<file path="src/rtl/dest_tracker.sv">
// rtl/dest_tracker.sv - ID/EX/MEM/WB destination tracker with load-use stall detection
module dest_tracker (
    input  logic        clk,
    input  logic        reset,
    input  logic        validID,
    input  logic [4:0]  rs1ID,
    input  logic [4:0]  rs2ID,
    input  logic [4:0]  rdID,
    input  logic        useRs1ID,
    input  logic        useRs2ID,
    input  logic        regWriteID,
    input  logic        memReadID,
    input  logic        flushID,
    input  logic        memStall,
    output logic [4:0]  rs1EX,
    output logic [4:0]  rs2EX,
    output logic [4:0]  rdEX,
    output logic        memReadEX,
    output logic [4:0]  rdMEM,
    output logic        regWriteMEM,
    output logic [4:0]  rdWB,
    output logic        regWriteWB,
    output logic        stallID,
    output logic [31:0] retired
);

    logic        ex_valid;
    logic        ex_reg_write;
    logic        mem_valid;
    logic        wb_valid;
    logic [31:0] retired_cnt;
    logic        id_take;
    logic        rs1_hit;
    logic        rs2_hit;

    assign rs1_hit = useRs1ID & (rs1ID == rdEX);
    assign rs2_hit = useRs2ID & (rs2ID == rdEX);

    // Load in EX whose result is needed by the ID instruction: hold ID one cycle.
    // Deliberately independent of memStall so the hazard stays visible while frozen.
    assign stallID = validID & ~flushID & memReadEX & (rdEX != 5'd0) & (rs1_hit | rs2_hit);

    // The ID instruction enters EX only when it is real, not flushed and not stalled.
    assign id_take = validID & ~flushID & ~stallID;

    assign retired = retired_cnt;

    // ID/EX stage: capture the ID instruction or a zeroed bubble on each advance.
    always_ff @(posedge clk) begin
        if (reset) begin
            ex_valid     <= 1'b0;
            rs1EX        <= 5'd0;
            rs2EX        <= 5'd0;
            rdEX         <= 5'd0;
            ex_reg_write <= 1'b0;
            memReadEX    <= 1'b0;
        end else if (!memStall) begin
            if (id_take) begin
                ex_valid     <= 1'b1;
                rs1EX        <= rs1ID;
                rs2EX        <= rs2ID;
                rdEX         <= rdID;
                ex_reg_write <= regWriteID & (rdID != 5'd0);
                memReadEX    <= memReadID;
            end else begin
                ex_valid     <= 1'b0;
                rs1EX        <= 5'd0;
                rs2EX        <= 5'd0;
                rdEX         <= 5'd0;
                ex_reg_write <= 1'b0;
                memReadEX    <= 1'b0;
            end
        end
    end

    // EX/MEM stage: follows ID/EX on every unfrozen edge.
    always_ff @(posedge clk) begin
        if (reset) begin
            mem_valid   <= 1'b0;
            rdMEM       <= 5'd0;
            regWriteMEM <= 1'b0;
        end else if (!memStall) begin
            mem_valid   <= ex_valid;
            rdMEM       <= rdEX;
            regWriteMEM <= ex_reg_write;
        end
    end

    // MEM/WB stage: follows EX/MEM on every unfrozen edge.
    always_ff @(posedge clk) begin
        if (reset) begin
            wb_valid   <= 1'b0;
            rdWB       <= 5'd0;
            regWriteWB <= 1'b0;
        end else if (!memStall) begin
            wb_valid   <= mem_valid;
            rdWB       <= rdMEM;
            regWriteWB <= regWriteMEM;
        end
    end

    // Retirement counter: an instruction retires as it leaves WB; wraps naturally.
    always_ff @(posedge clk) begin
        if (reset) begin
            retired_cnt <= 32'd0;
        end else if (!memStall && wb_valid) begin
            retired_cnt <= retired_cnt + 32'd1;
        end
    end

endmodule
</file>
<file path="config.mk">
export PLATFORM = sky130hd
export DESIGN_NAME = dest_tracker
export DESIGN_NICKNAME = d
export VERILOG_FILES = /design/src/rtl/dest_tracker.sv
export SDC_FILE = /design/constraint.sdc
export NUM_CORES = 1
export LEC_CHECK = 0
export ABC_AREA = 0
export BUFFER_PORTS_ARGS = -buffer_cell sky130_fd_sc_hd__buf_4
export CORE_UTILIZATION = 45
export CTS_CLUSTER_DIAMETER = 80
export DETAILED_ROUTE_END_ITERATION = 12
export PLACE_DENSITY_LB_ADDON = 0.2
export SYNTH_ARGS = -nofsm -noshare
export SYNTH_HDL_FRONTEND = slang
export SYNTH_SLANG_ARGS = --single-unit
</file>
<file path="constraint.sdc">
create_clock -name clk -period 3.3 [get_ports clk]
set_input_delay 0 -clock clk [delete_from_list [all_inputs] [get_ports clk]]
set_output_delay 0 -clock clk [all_outputs]
set_load 0.01 [all_outputs]
</file>
==> results.yml, run 1 <==
grt:
  grt_pass1_vias: 2565
  grt_pass1_wl_um: 12100
  grtUsageTotal_pct: 20.7
  antenna_found_initial: 0
  grt_start_max_net_pins: 75
  grt.overflow.total: 0
cells_and_area:
  fin_nets: 448
  mostFrequentLayoutCells: "buf_4, dfxtp_1, nor2_1"
  diodes: 0
  multiInputGateArea_um2: 1660
  layout-drive-gt1-share_pct: 27.9
  final_common_cell: "buf_4"
  syn_to_final_growth_pct: 26.3
  fillCellCount: 608
  register_area_um2: 1280
synth:
  synth_top_family_by_area: "simple AND/OR/NAND/NOR gates"
  ys_warn_count: 0
  synth_ff_type: "dfxtp_1"
  yosysTopAreaCellShare_pct: 41.0
  synth-simple-area-share_pct: 25.4
  synthTopCellsByArea: "dfxtp_1, mux2i_1, nor3b_1"
  synth-edff-count: 0
  yosysUniqueCellTypes: 44
  synth_area_per_cell_um2: 8.99
  yosysTopAreaCell: "dfxtp_1"
  syn_area_um2: 3130
  synth-compound-area-share_pct: 14.0
  synth_cells: 348
  synth_mux_area_share_pct: 8.04
  synthesis.nets: 373
  synth_fa_ha_area_share_pct: 0.400
  synth-xor-area-share_pct: 5.04
  seq_area_frac_synth_pct: 41.0
  synthArstFlopShare_pct: 0
  ys_ff_latch: 64
drt:
  vias: 2818
  route.detailed.drc: 0
  avgViaCountPerCell: 5.57
  final_antenna_net_count: 0
  drt_wl_total_um: 7280
  drt_iter0_drc: 96
  drt-pass1-iter-count: 4
  wl_per_cell_um: 14.4
clocking:
  clk_pin_slew_ns: 0.07
  cts_max_level: 3
  clock_sinks: 64
  cts_resized: 0
  cts_buffers: 9
  cts_tree: "yes"
  clk_path_buf_depth: 2
  cts_setup_buffers: 0
  postCtsHoldBufs: 0
  clockRootBuffer: "clkbuf_8"
  worstSkewPairLatency_ns: 0.33
critical_path:
  crit_chain: "xnor2_1, nand4_1, o22ai_1, buf_4, nor2b_1, buf_4"
  ff2ff_setup_slack_ns: 1.43
  setup.worst_path.end_class: "output pin"
  crit_fanout: 14
  critical_path_arrival_ns: 2.12
  cp_common_cell: "buf_4"
  slowest_delay_ns: 0.52
  required_ns: 3.30
  cpMaxStageDelayCell: "dfxtp_1"
  cp-start-kind: "flip-flop"
  worstSetupPathType: "flip-flop to output pin"
power_and_ir_drop:
  ir_worst_vdd_uv: 193
  power_mw: 1.59
  p_leak_nw: 1.53
  p_per_area_nw_per_um2: 404
sta:
  finalCriticalPeriod_ns: 2.12
  slew_violations: 0
  setup_viol: 0
  final.period_utilization_pct: 64.1
  finalHoldViolCount: 0
  worst_pin_slew_ns: 0.756
  tns_ns: 0
  relSlewSlack_pct: 49.6
  skew_ns: 0.00963
  rsz0062_at_grt: "false"
  max_freq_mhz: 473
floorplan:
  core-area_um2: 6760
  initial_core_util_pct: 46.3
  ioPinCount: 85
  row_count: 30
  die_y_um: 85.4
  die_w_um: 85.4
  dieArea_um2: 7290
job:
  max_cap_viol_count: 0
placed_design:
  gp_congestion: 0.795
  port_buffers: 84
  dp_hpwl_um: 4860
worst_hold_path:
  min_path_type: "primary input to flip-flop"
status:
  status: "complete, no violations"
sequential cells by signal, summed over array words and instances, names as in the netlist:
signal,flops
retired,32
mem_valid,1
rs1EX,5
memReadEX,1
rdWB,5
regWriteMEM,1
wb_valid,1
ex_reg_write,1
rdMEM,5
rdEX,5
ex_valid,1
regWriteWB,1
rs2EX,5
critical path, delay by kind of cell (launching register included):
family	cells	cell delay (ns)
AO/OA/AOI/OAI	1	0.42
XOR/XNOR	1	0.17
buffers and inverters	2	0.42
flip-flops	1	0.52
AND/OR/NAND/NOR	2	0.25
cells in the mapped netlist (all sizes together) (2+ instances only):
cell    instances
o21ai          23
a22oi          16
nand2          16
nand3           9
or4            10
and3            2
and4b           2
dfxtp          64
nor2b          12
mux2i          15
or3             6
nor3b          17
nor4            8
nor2           33
and4            6
mux2            9
xnor2          13
clkbuf          7
nand4           7
a21oi          15
buf            15
o31ai           8
inv            20
xor2            5
area by class of cell:
type	instances	area share [%]
clock buffer	11	3.83
timing repair buffer	86	16.3
multi-input combinational	242	41.9
clock inverter	3	1.08
sequential	64	32.4
tap	80	2.53
inverter	20	1.90
metal layers:
layer	GRT usage, %	wire [um]
met1	27.8	3450
met2	32.7	3350
met3	3.99	376
met4	8.94	105
met5	0	0
metrics by stage:
stage	cell area [um^2]	util [%]	std cells	setup WS, ns	hold WS, ns
3_5_place_dp	3760	55.6	492	1.46	0.403
2_1_floorplan	3130	-	348	1.58	0.217
5_1_grt	3950	58.5	506	1.03	0.0619
4_1_cts	3950	58.5	506	1.14	0.0518
6_report	3950	58.5	506	1.18	0.0601
3_3_place_gp	3760	55.6	492	1.48	0.397
path summary, 6_finish.rpt:
path / start / endpoint / cells past startpoint
worst min-delay path: memReadID / memReadEX / 4
worst max-delay path: rdEX[4] / stallID / 6
worst max register to register: rdEX[0] / ex_valid / 4
worst min register to register: ex_reg_write / ex_reg_write / 2
logic make-up (layout without fill, tap and decap cells):
kind of cell               after synthesis  in the layout
xor gates and xnor gates                18             18
buffers and inverters                   42            120
AOI/OAI and AO/OA                       67             67
muxes                                   24             24
and+or+nand+nor                        132            132
DFF                                     64             64
adders and majority gates                1              1
power breakdown:
part	total, mW	switching, mW	internal [mW]
Combinational	0.123	0.0625	0.0608
Clock	0.673	0.292	0.381
Sequential	0.799	0.0134	0.785
Total	1.59	0.368	1.23
(Power assumes the default switching activity.)
==> run 2, diff against run 1 <==
ABC_AREA = 1   (was 0)
clock period = 1.9 ns   (was 3.3 ns; I/O delays follow)
==> results.yml, run 2 <==
status:
  status: "complete, no violations"
floorplan:
  core-area_um2: 6760
  die_w_um: 85.6
  dieArea_um2: 7330
  ioPinCount: 85
  die_y_um: 85.6
  initial_core_util_pct: 46.6
  row_count: 30
synth:
  synth.most_common_cell: "nand2_1"
  synth_common_cells: "nand2_1, dfxtp_1, nor2_1"
  synthesis.nets: 472
  ys_warn_count: 0
  ys_ff_latch: 64
  yosysTopAreaCell: "dfxtp_1"
  yosysTopAreaCellShare_pct: 40.7
  synth_cells: 447
  yosysUniqueCellTypes: 32
  synth_ff_type: "dfxtp_1"
  synthTopCellsByArea: "dfxtp_1, nand2_1, nor2_1"
  seq_area_frac_synth_pct: 40.7
  synth_area_per_cell_um2: 7.04
  synth-edff-count: 0
  synthArstFlopShare_pct: 0
  syn_area_um2: 3150
critical_path:
  cp-endpoint: "stallID"
  cp_common_cell: "nand2_1"
  worstSetupPathType: "flip-flop to output pin"
  critical_path_arrival_ns: 1.69
  startpoint: "rdEX[0]"
  r2r_start: "retired[0]"
  cpMaxStageDelayCell: "dfxtp_1"
  rr_endpoint: "retired[22]"
  slowest_delay_ns: 0.50
  crit_chain: "inv_2, nand2_1, nand2_1, nor2_1, nand3_1, nand2_1, nand2_4, inv_2, buf_4"
  required_ns: 1.90
  cp-start-kind: "flip-flop"
  crit_fanout: 19
  reg2reg_depth: 8
  ff2ff_setup_slack_ns: 0.30
  setup.worst_path.end_class: "output pin"
cells_and_area:
  fin_area_um2: 4190
  fin_nets: 573
  syn_to_final_growth_pct: 33.3
  final_util_pct: 62.1
  final_common_cell: "nand2_1"
  diodes: 0
  mostFrequentLayoutCells: "nand2_1, buf_4, dfxtp_1"
  fillCellCount: 650
  largest_reg_flops: 32
  fin_cells: 633
  layout-drive-gt1-share_pct: 26.9
power_and_ir_drop:
  power_mw: 2.87
  ir_worst_vdd_uv: 402
  p_per_area_nw_per_um2: 685
  p_leak_nw: 1.84
sta:
  relSlewSlack_pct: 76.1
  finalHoldViolCount: 0
  final.period_utilization_pct: 89.1
  skew_ns: 0.00887
  worst_pin_slew_ns: 0.356
  max_freq_mhz: 591
  slew_violations: 0
  worst_hold_slack_ns: 0.0470
  finalCriticalPeriod_ns: 1.69
  setup_viol: 0
  tns_ns: 0
  fin_ws_ns: 0.207
  rsz0062_at_grt: "false"
drt:
  route.detailed.drc: 0
  final_antenna_net_count: 0
  drt_wl_total_um: 8030
  drt_iter0_drc: 104
  wl_per_cell_um: 12.7
  avgViaCountPerCell: 5.00
  vias: 3168
  drt-pass1-iter-count: 4
grt:
  grt.overflow.total: 0
  grt_pass1_wl_um: 13200
  grt_start_max_net_pins: 32
  grtUsageTotal_pct: 23.0
  antenna_found_initial: 0
  grt_pass1_vias: 2888
worst_hold_path:
  min_path_type: "primary input to flip-flop"
  min_from: "reset"
  holdPathStages: 2
job:
  max_cap_viol_count: 0
placed_design:
  dp_hpwl_um: 5520
  post-place-ws_ns: 0.312
  port_buffers: 84
  gp_congestion: 0.868
  place_area_um2: 3830
  dp.cells: 601
clocking:
  cts_tree: "yes"
  cts_setup_buffers: 0
  clockRootBuffer: "clkbuf_8"
  clk_path_buf_depth: 2
  clk_pin_slew_ns: 0.07
  cts_buffers: 9
  cts_max_level: 3
  clock_sinks: 64
  worstSkewPairLatency_ns: 0.34
-- run 2: changes by cell type after synthesis, sizes merged, moves of 9 or more --
cell / previous run / this run
nand3: 9 / 36
nor3: 1 / 16
buf: 15 / 6
mux2i: 15 / 0
inv: 20 / 49
a21oi: 15 / 34
nor3b: 17 / 2
xnor2: 13 / 1
or4: 10 / 0
a22oi: 16 / 0
mux2: 9 / 0
nand2: 16 / 112
nor2b: 12 / 0
nor2: 33 / 74
-- run 2: critical path, delay by kind of cell, from the launching register on --
kind,cells,cell delay [ns]
buffers and inverters,3,0.29
flip-flops,1,0.50
AND/OR/NAND/NOR,6,0.55
-- run 2: worst min path at each step --
stage                             end
after floorplan              rs1EX[0]
after global placement       rs2EX[0]
after detailed placement     rs2EX[0]
after CTS                  retired[0]
after global routing      retired[29]
final                     retired[12]
-- run 2: cell type report --
class	instances	area, um^2	share of cell area [%]
clock buffer	11	151	3.61
clock inverter	5	55.1	1.31
inverter	49	184	4.39
multi-input combinational	321	1610	38.4
sequential	64	1280	30.5
tap	80	100	2.39
timing repair buffer	103	813	19.4
-- run 2: logic make-up after synthesis --
family / share of synthesized area, %
simple gates: 38.3
compound gates: 11.1
flops: 40.7
buf+inv: 8.15
xor+xnor: 1.39
fa+ha+maj: 0.398
-- run 2: per-layer routing --
layer  track usage, %  vias up  share of wire [%]
met4             11.1        0                2.5
met5                0        -                  0
met2             40.1       79                 49
met1             26.2     1430                 44
li1                 -     1641                  -
met3             5.97       18                4.9
-- run 2: what timing repair did --
| item | in CTS | in global routing |
|---|---|---|
| resized for setup | 0 | 0 |
| hold endpoints to repair | 16 | 0 |
| hold buffers | 16 | 0 |
-- run 2: power breakdown --
part | switching, mW | internal [mW] | leakage [nW] | total (mW)
Clock | 0.549 | 0.673 | 0.101 | 1.22
Combinational | 0.134 | 0.125 | 1.22 | 0.259
Sequential | 0.0211 | 1.37 | 0.519 | 1.39
